==> src/rtl/if_fetch_unit.sv <==
// Instruction-fetch stage: owns the PC, issues one-outstanding fetches over a
// valid/ready handshake and buffers one instruction for IF/ID; EX redirects win.
module if_fetch_unit #(
    parameter int                    ADDR_WIDTH = 32,
    parameter int                    INST_WIDTH = 32,
    parameter logic [ADDR_WIDTH-1:0] RESET_PC   = 32'h0000_0000,
    parameter logic [INST_WIDTH-1:0] NOP_INST   = 32'h0000_0013
) (
    input  logic                  clk,
    input  logic                  rst_n,
    input  logic                  PCSrc,
    input  logic [ADDR_WIDTH-1:0] branch_addr,
    input  logic                  stall,
    output logic                  imem_req_valid,
    output logic [ADDR_WIDTH-1:0] imem_req_addr,
    input  logic                  imem_req_ready,
    input  logic                  imem_resp_valid,
    input  logic [INST_WIDTH-1:0] imem_resp_data,
    output logic                  imem_resp_ready,
    output logic [INST_WIDTH-1:0] inst,
    output logic [ADDR_WIDTH-1:0] inst_addr,
    output logic                  inst_valid
);

    typedef enum logic [1:0] {
        ST_REQ  = 2'd0,
        ST_WAIT = 2'd1,
        ST_DROP = 2'd2
    } state_t;

    localparam logic [ADDR_WIDTH-1:0] PC_STEP = ADDR_WIDTH'(3'd4);

    state_t                r_state;
    state_t                w_state_nxt;
    logic [ADDR_WIDTH-1:0] r_pc;
    logic [ADDR_WIDTH-1:0] r_fetch_addr;
    logic [INST_WIDTH-1:0] r_inst;
    logic [ADDR_WIDTH-1:0] r_inst_addr;
    logic                  r_inst_valid;
    logic                  w_req_valid;
    logic                  w_resp_ready;
    logic                  w_req_hs;
    logic                  w_resp_hs;
    logic                  w_consume;
    logic                  w_fill;

    assign w_req_hs  = w_req_valid && imem_req_ready;
    assign w_resp_hs = imem_resp_valid && w_resp_ready;
    assign w_consume = r_inst_valid && !stall;
    // A response arriving in the redirect cycle is wrong-path and is dropped.
    assign w_fill    = (r_state == ST_WAIT) && w_resp_hs && !PCSrc;

    // State register.
    always_ff @(posedge clk or negedge rst_n) begin
        if (!rst_n) begin
            r_state <= ST_REQ;
        end else begin
            r_state <= w_state_nxt;
        end
    end

    // Next-state logic; redirects turn any in-flight fetch into a drop.
    always_comb begin
        w_state_nxt = r_state;
        case (r_state)
            ST_REQ: begin
                if (w_req_hs) begin
                    w_state_nxt = PCSrc ? ST_DROP : ST_WAIT;
                end else begin
                    w_state_nxt = ST_REQ;
                end
            end
            ST_WAIT: begin
                if (w_resp_hs) begin
                    w_state_nxt = ST_REQ;
                end else begin
                    w_state_nxt = PCSrc ? ST_DROP : ST_WAIT;
                end
            end
            ST_DROP: begin
                if (w_resp_hs) begin
                    w_state_nxt = ST_REQ;
                end else begin
                    w_state_nxt = ST_DROP;
                end
            end
            default: w_state_nxt = ST_REQ;
        endcase
    end

    // Handshake outputs decoded from state; a full, stalled buffer back-pressures memory.
    always_comb begin
        w_req_valid  = 1'b0;
        w_resp_ready = 1'b0;
        case (r_state)
            ST_REQ:  w_req_valid  = 1'b1;
            ST_WAIT: w_resp_ready = !r_inst_valid || !stall;
            ST_DROP: w_resp_ready = 1'b1;
            default: begin
                w_req_valid  = 1'b0;
                w_resp_ready = 1'b0;
            end
        endcase
    end

    // Handshakes are forced low combinationally while reset is held.
    assign imem_req_valid  = w_req_valid && rst_n;
    assign imem_resp_ready = w_resp_ready && rst_n;
    assign imem_req_addr   = r_pc;

    // PC and outstanding-request address.
    always_ff @(posedge clk or negedge rst_n) begin
        if (!rst_n) begin
            r_pc         <= RESET_PC;
            r_fetch_addr <= {ADDR_WIDTH{1'b0}};
        end else begin
            if (PCSrc) begin
                r_pc <= branch_addr;
            end else if (w_req_hs) begin
                r_pc <= r_pc + PC_STEP;
            end else begin
                r_pc <= r_pc;
            end
            if (w_req_hs) begin
                r_fetch_addr <= r_pc;
            end else begin
                r_fetch_addr <= r_fetch_addr;
            end
        end
    end

    // One-entry output buffer; a fill on the consume edge replaces the old entry.
    always_ff @(posedge clk or negedge rst_n) begin
        if (!rst_n) begin
            r_inst       <= NOP_INST;
            r_inst_addr  <= {ADDR_WIDTH{1'b0}};
            r_inst_valid <= 1'b0;
        end else if (PCSrc) begin
            r_inst       <= NOP_INST;
            r_inst_valid <= 1'b0;
        end else if (w_fill) begin
            r_inst       <= imem_resp_data;
            r_inst_addr  <= r_fetch_addr;
            r_inst_valid <= 1'b1;
        end else if (w_consume) begin
            r_inst       <= NOP_INST;
            r_inst_valid <= 1'b0;
        end else begin
            r_inst       <= r_inst;
            r_inst_addr  <= r_inst_addr;
            r_inst_valid <= r_inst_valid;
        end
    end

    assign inst       = r_inst;
    assign inst_addr  = r_inst_addr;
    assign inst_valid = r_inst_valid;

endmodule

==> config.mk <==
export PLATFORM = sky130hd
export DESIGN_NAME = if_fetch_unit
export DESIGN_NICKNAME = d
export VERILOG_FILES = /design/src/rtl/if_fetch_unit.sv
export SDC_FILE = /design/constraint.sdc
export NUM_CORES = 1
export LEC_CHECK = 0
export BUFFER_PORTS_ARGS = -buffer_cell sky130_fd_sc_hd__buf_2
export CAP_MARGIN = 5
export CELL_PAD_IN_SITES_DETAIL_PLACEMENT = 0
export CELL_PAD_IN_SITES_GLOBAL_PLACEMENT = 1
export CORE_ASPECT_RATIO = 2
export CORE_MARGIN = 1.5
export CORE_UTILIZATION = 39
export CTS_BUF_LIST = sky130_fd_sc_hd__clkbuf_4
export CTS_CLUSTER_DIAMETER = 60
export DETAILED_ROUTE_END_ITERATION = 6
export PLACE_DENSITY = 0.76
export SETUP_SLACK_MARGIN = 0.3
export SYNTH_ARGS = -nofsm -noshare
export SYNTH_HDL_FRONTEND = slang
export SYNTH_SLANG_ARGS = --single-unit
==> constraint.sdc <==
create_clock -name clk -period 2.3 [get_ports clk]
set_input_delay 0.345 -clock clk [delete_from_list [all_inputs] [get_ports clk]]
set_output_delay 0.345 -clock clk [all_outputs]
set_load 0.01 [all_outputs]
Word level (Yosys, flattened, before mapping)
Cells that the tools add are included.
Widths: inputs -> output; s select.
{"block": "classes", "addsub": 1, "eq_ne": 2, "n_mux": 15, "bitwise_logic": 1, "reduce_logical": 15}
{"op": "$mux 32", "n": 5}
{"op": "$add 32x3->32 const B", "n": 1}
{"op": "$mux 2", "n": 4}
{"op": "$logic_and 1x1->1", "n": 7}
{"op": "$pmux 2 s3", "n": 1}
{"op": "$mux 1", "n": 4}
{"op": "$logic_not 1->1", "n": 3}
{"op": "$reduce_bool 3->1", "n": 1}
{"op": "$eq 2x1->1 const B", "n": 1}
{"op": "$eq 2x2->1 const B", "n": 1}
{"op": "$logic_not 2->1", "n": 1}
{"op": "$pmux 1 s2", "n": 1}
{"op": "$reduce_and 2->1", "n": 1}
{"op": "$reduce_bool 2->1", "n": 1}
{"op": "$logic_or 1x1->1", "n": 1}
{"op": "$not 1->1", "n": 1}
{"block": "word_totals", "regBits": 131, "input_bits": 70, "out_inout_bits": 99, "elab_cells": 40}

Longest topological paths before layout
{"block": "depth", "word_depth": 8, "depth_mapped": 8, "mapped_depth_nobuf": 7}

Worst setup path after synthesis
Ideal clock, no wire load.
{"block": "synth_timing", "path_type": "reg2reg", "from": "reg r_state[0]", "to": "reg r_pc[26] (netlist: imem_req_addr[26])", "setup_ns": 0.082, "arrival_time_ns": 1.825, "t_required_ns": 2.218, "setup_slack_ns": 0.393, "stages_incl_launch_ff": 8, "path_buffers": 0, "synth_period_minus_slack_ns": 1.907, "path_cell_list": "dfrtp_1 > inv_1 > ha_1 > and4_1 > and4_4 > nand3_4 > or4_1 > a31oi_1"}
{"block": "synth_between", "elab_chain_len": 4}
{"element": "from (decl)", "line": "33", "source": "state_t r_state;"}
{"element": "from (signal assigned)", "line": "58", "source": "r_state <= w_state_nxt;"}
{"element": "$logic_not 2->1", "line": "95", "source": "case (r_state)"}
{"element": "$mux 1", "line": "95"}
{"element": "$logic_and 1x1->1", "line": "47", "source": "assign w_req_hs = w_req_valid && imem_req_ready;"}
{"element": "$reduce_bool 2->1 (no line)"}
{"element": "to (signal assigned)", "line": "118", "source": "r_pc <= branch_addr;"}
{"element": "to (signal assigned)", "line": "120", "source": "r_pc <= r_pc + PC_STEP;"}
{"element": "to (signal assigned)", "line": "122", "source": "r_pc <= r_pc;"}
{"element": "to (decl)", "line": "35", "source": "logic [ADDR_WIDTH-1:0] r_pc;"}
No other way between the ends.
A chain may end at the register's enable or synchronous reset.

Worst setup path after layout
{"block": "layout_timing", "from": "reg r_state[1]", "to": "reg r_pc[26] (netlist: imem_req_addr[26])"}
Same word-level chain as after synthesis.

==> results_dict.tcl <==
set metrics [dict create \
    synthAdderAreaFrac_pct 1.142 \
    r2r_slack_ps 330 \
    drt_iter0_markers 133 \
    setup_viol 0 \
    avgSynthCellArea_sq_um 11.14 \
    num_io_pins 169 \
    end_kind "flop" \
    hold_viol_final 0 \
    hold_path_depth 2 \
    hold_path_class "input port to flop" \
    clock_latency_ps 520 \
    yosysTopAreaCellShare_pct 58.45 \
    rows 61 \
    path_cells "inv_2 -> ha_4 -> and4_4 -> and4_4 -> nand3_4 -> or4_1 -> a31oi_1" \
    skew_ps 20.99 \
    leakagePower_nw 3.701 \
    tns_ps 0 \
    yosysTopAreaCell "dfrtp_1" \
    yosys-top-cells-area "dfrtp_1 58%, nand2_1 8.9%, mux2_2 7.0%" \
    yosysUniqueCellTypes 41 \
    ant_nets 0 \
    cts_buffer_depth 2 \
    nFillCells 1283 \
    dp_hpwl_um 10140 \
    dieArea_sq_um 14820 \
    criticalPathCategory "flop to flop" \
    synthArstFlopShare_pct 100.0 \
    fin_total_pwr_w 0.006501 \
    maxSlewViolCount 0 \
    layout-drive-gt1-share_pct 38.99 \
    outcome "completed" \
    critPathMaxStageDelay_ps 470 \
    syn_nets 567 \
    avgRoutedWirePerCell_um 15.72 \
    synth_edf_count 0 \
    crit_buf_inv 1 \
    crit_arrival_ps 2390 \
    initial_core_util_pct 39.67 \
    gp_congestion 0.7898 \
    worstHoldStart "imem_resp_data[31]" \
    grt_start_max_net_pins 76 \
    path_delay_family "simple AND/OR/NAND/NOR gates" \
    synth_compound_area_share_pct 9.635 \
    synth_cells 492 \
    numCtsBuffers 17 \
    r2r_end "imem_req_addr[26]" \
    vias_per_cell 4.910 \
    synth-simple-area-share_pct 15.68 \
    fp.coreArea_sq_um 13810 \
    timing.rr.start "r_state[1]" \
    fin_nets 775 \
    grt_usage_pct 19.63 \
    ys_ff_latch 131 \
    synth-xor-area-share_pct 3.676 \
    crit_required_ps 2720 \
    wl_um 14200 \
    routed-via-count 4434 \
    fin_crit_sh_pct 85.48 \
    rsz0062_at_grt "true" \
    clock-sinks 131 \
    synth_top_family_by_area "simple AND/OR/NAND/NOR gates" \
    max_freq_mhz 508.7 \
    h-tree-depth 4 \
    drc 0 \
    worst_setup_path_start_kind "flop" \
    cts_tree "yes" \
    yosysSeqAreaShare_pct 59.89 \
    grt_pass1_wl_um 22360 \
    critPathMaxFanout 4 \
    dpl_cell_area_sq_um 6579 \
    grt_overflow 0 \
    stdcell_count 903 \
    port_buffers 168 \
    cts.clk_slew.worst_paths_ps 120 \
    powerDensity_nw_per_um2 899.1 \
    rr_worst_depth 7 \
    placedCellCount 837 \
    vdd_drop_max_mv 0.5877 \
    synth_top_flop_cell "dfrtp_1" \
    muxShareOfSynthArea_pct 7.169 \
    worst_path_most_repeated_cell "and4_4" \
    mappedNetlistArea_sq_um 5480 \
    grt_pass1_vias 4475 \
    fin_crit_ps 1966 \
    cp_slowest_cell "or4_1" \
    post-route-util_pct 52.34 \
    max_cap_violations 0 \
    syn_to_final_growth_pct 31.94 \
    grt_antenna_before_repair 1 \
    design_area_sq_um 7231 \
    drt_pass1_iterations 5 \
    root_buffer "clkbuf_4" \
    worst_slew_pin_slew_ps 906.9 \
    hold_end "inst[31]" \
    die_w_um 86.82 \
    relSlewSlack_pct 39.54 \
    ys_warn_count 0 \
    die_height_um 170.6 \
]
-- layout make-up --
cell class                 count  area, sq um  share of cell area (%)
antenna                        1        2.502                 0.03461
clock buffer                  18        135.1                   1.869
clock inverter                14        136.4                   1.886
inverter                       6        22.52                  0.3115
multi-input combinational    328         2095                   28.97
sequential                   131         3282                   45.39
tap                          189        236.5                   3.270
timing repair buffer         216         1321                   18.27
-- state kept, by name (all words and copies together), names as in the netlist --
signal / count
imem_req_addr: 32
inst: 32
inst_addr: 32
inst_valid: 1
r_fetch_addr: 32
r_state: 2
-- layer usage --
metal  wire [um]  global-route usage, %
met5           0                      0
met4         108                  6.592
met3         629                  4.727
met2        7808                  35.39
met1        5651                  22.18
-- worst reg2reg max path, stage by stage, from the launching register on --
cell	delay (ps)
dfrtp_1	410
inv_2	90
ha_4	140
and4_4	220
and4_4	280
nand3_4	90
or4_1	470
a31oi_1	190
-- synth_stat cells (3+ instances only) --
| cell type | count |
|---|---|
| a21oi_1 | 4 |
| a22o_1 | 29 |
| a31oi_1 | 6 |
| and2_1 | 4 |
| and3_1 | 5 |
| buf_2 | 5 |
| clkbuf_1 | 17 |
| dfrtp_1 | 128 |
| dfstp_2 | 3 |
| ha_1 | 5 |
| inv_1 | 6 |
| mux2_2 | 34 |
| nand2_1 | 130 |
| nand3_1 | 5 |
| nand4_1 | 13 |
| nor2_1 | 10 |
| nor3_1 | 3 |
| o21ai_0 | 30 |
| o22a_1 | 3 |
| or3_1 | 4 |
| xnor2_1 | 5 |
| xor2_1 | 18 |
-- report_power, final --
part | switching [W] | internal [W] | total, W
Sequential | 0.000354 | 0.00289 | 0.00325
Combinational | 0.000931 | 0.000816 | 0.00175
Clock | 0.000853 | 0.000654 | 0.00151
Total | 0.00214 | 0.00436 | 0.00650
-- placed cells by master (no fill, tap or decap), types with 2 or more instances in the layout --
cell type / instances
xor2_1: 18
o22a_1: 3
buf_2: 167
a31oi_1: 6
nand4_1: 13
clkbuf_4: 18
nand3_4: 2
xnor2_1: 5
and2_1: 3
and4_4: 2
nor2_1: 8
a21oi_1: 3
inv_1: 4
nand2_1: 130
ha_1: 2
and3_2: 4
buf_6: 2
clkinv_2: 6
dfstp_2: 3
mux2_2: 34
buf_12: 2
o21ai_0: 30
a22o_1: 29
ha_2: 2
or3_1: 4
and3_1: 3
or4_1: 2
inv_2: 2
nor3_1: 3
nand3_1: 5
o31ai_1: 2
dfrtp_1: 128
dlygate4sd3_1: 27
bufinv_16: 2
buf_4: 17
inv_6: 3
-- repair_timing --
action	in CTS	in global routing
setup buffers	3	2
endpoints found under the setup margin	22	72
hold buffers	18	9
resized for setup	5	9
pin swaps	2	3
gates cloned	0	1
endpoints found under the hold margin	73	9
-- through the flow --
step | setup WS [ps] | hold slack (ps)
finish | 334.0 | 47.89
global route | 256.6 | 0.3500
CTS | 298.5 | 1.071
detailed placement | 211.3 | 458.3
global placement | 268.5 | 451.9
floorplan | 392.9 | 49.41
-- kinds of logic (layout without fill, tap and decap cells) --
group           count (synthesis)  count (layout)
simple gates                  188             188
flops                         131             131
compound gates                 77              77
mux                            35              35
buf+inv                        33             254
xor+xnor                       23              23
fa+ha+maj                       5               5
other cells                     0               1
-- worst max-delay path by stage --
stage,from,end,slack [ps],depth (start not counted)
2_1_floorplan,r_state[0],imem_req_addr[26],390,7
3_3_place_gp,r_state[0],imem_req_addr[26],270,7
3_5_place_dp,r_state[0],imem_req_addr[26],210,7
4_1_cts,r_state[1],imem_req_addr[26],300,7
5_1_grt,r_state[1],imem_req_addr[26],260,7
6_report,r_state[1],imem_req_addr[26],330,7
Note: power is estimated with default switching activity, not from simulation.
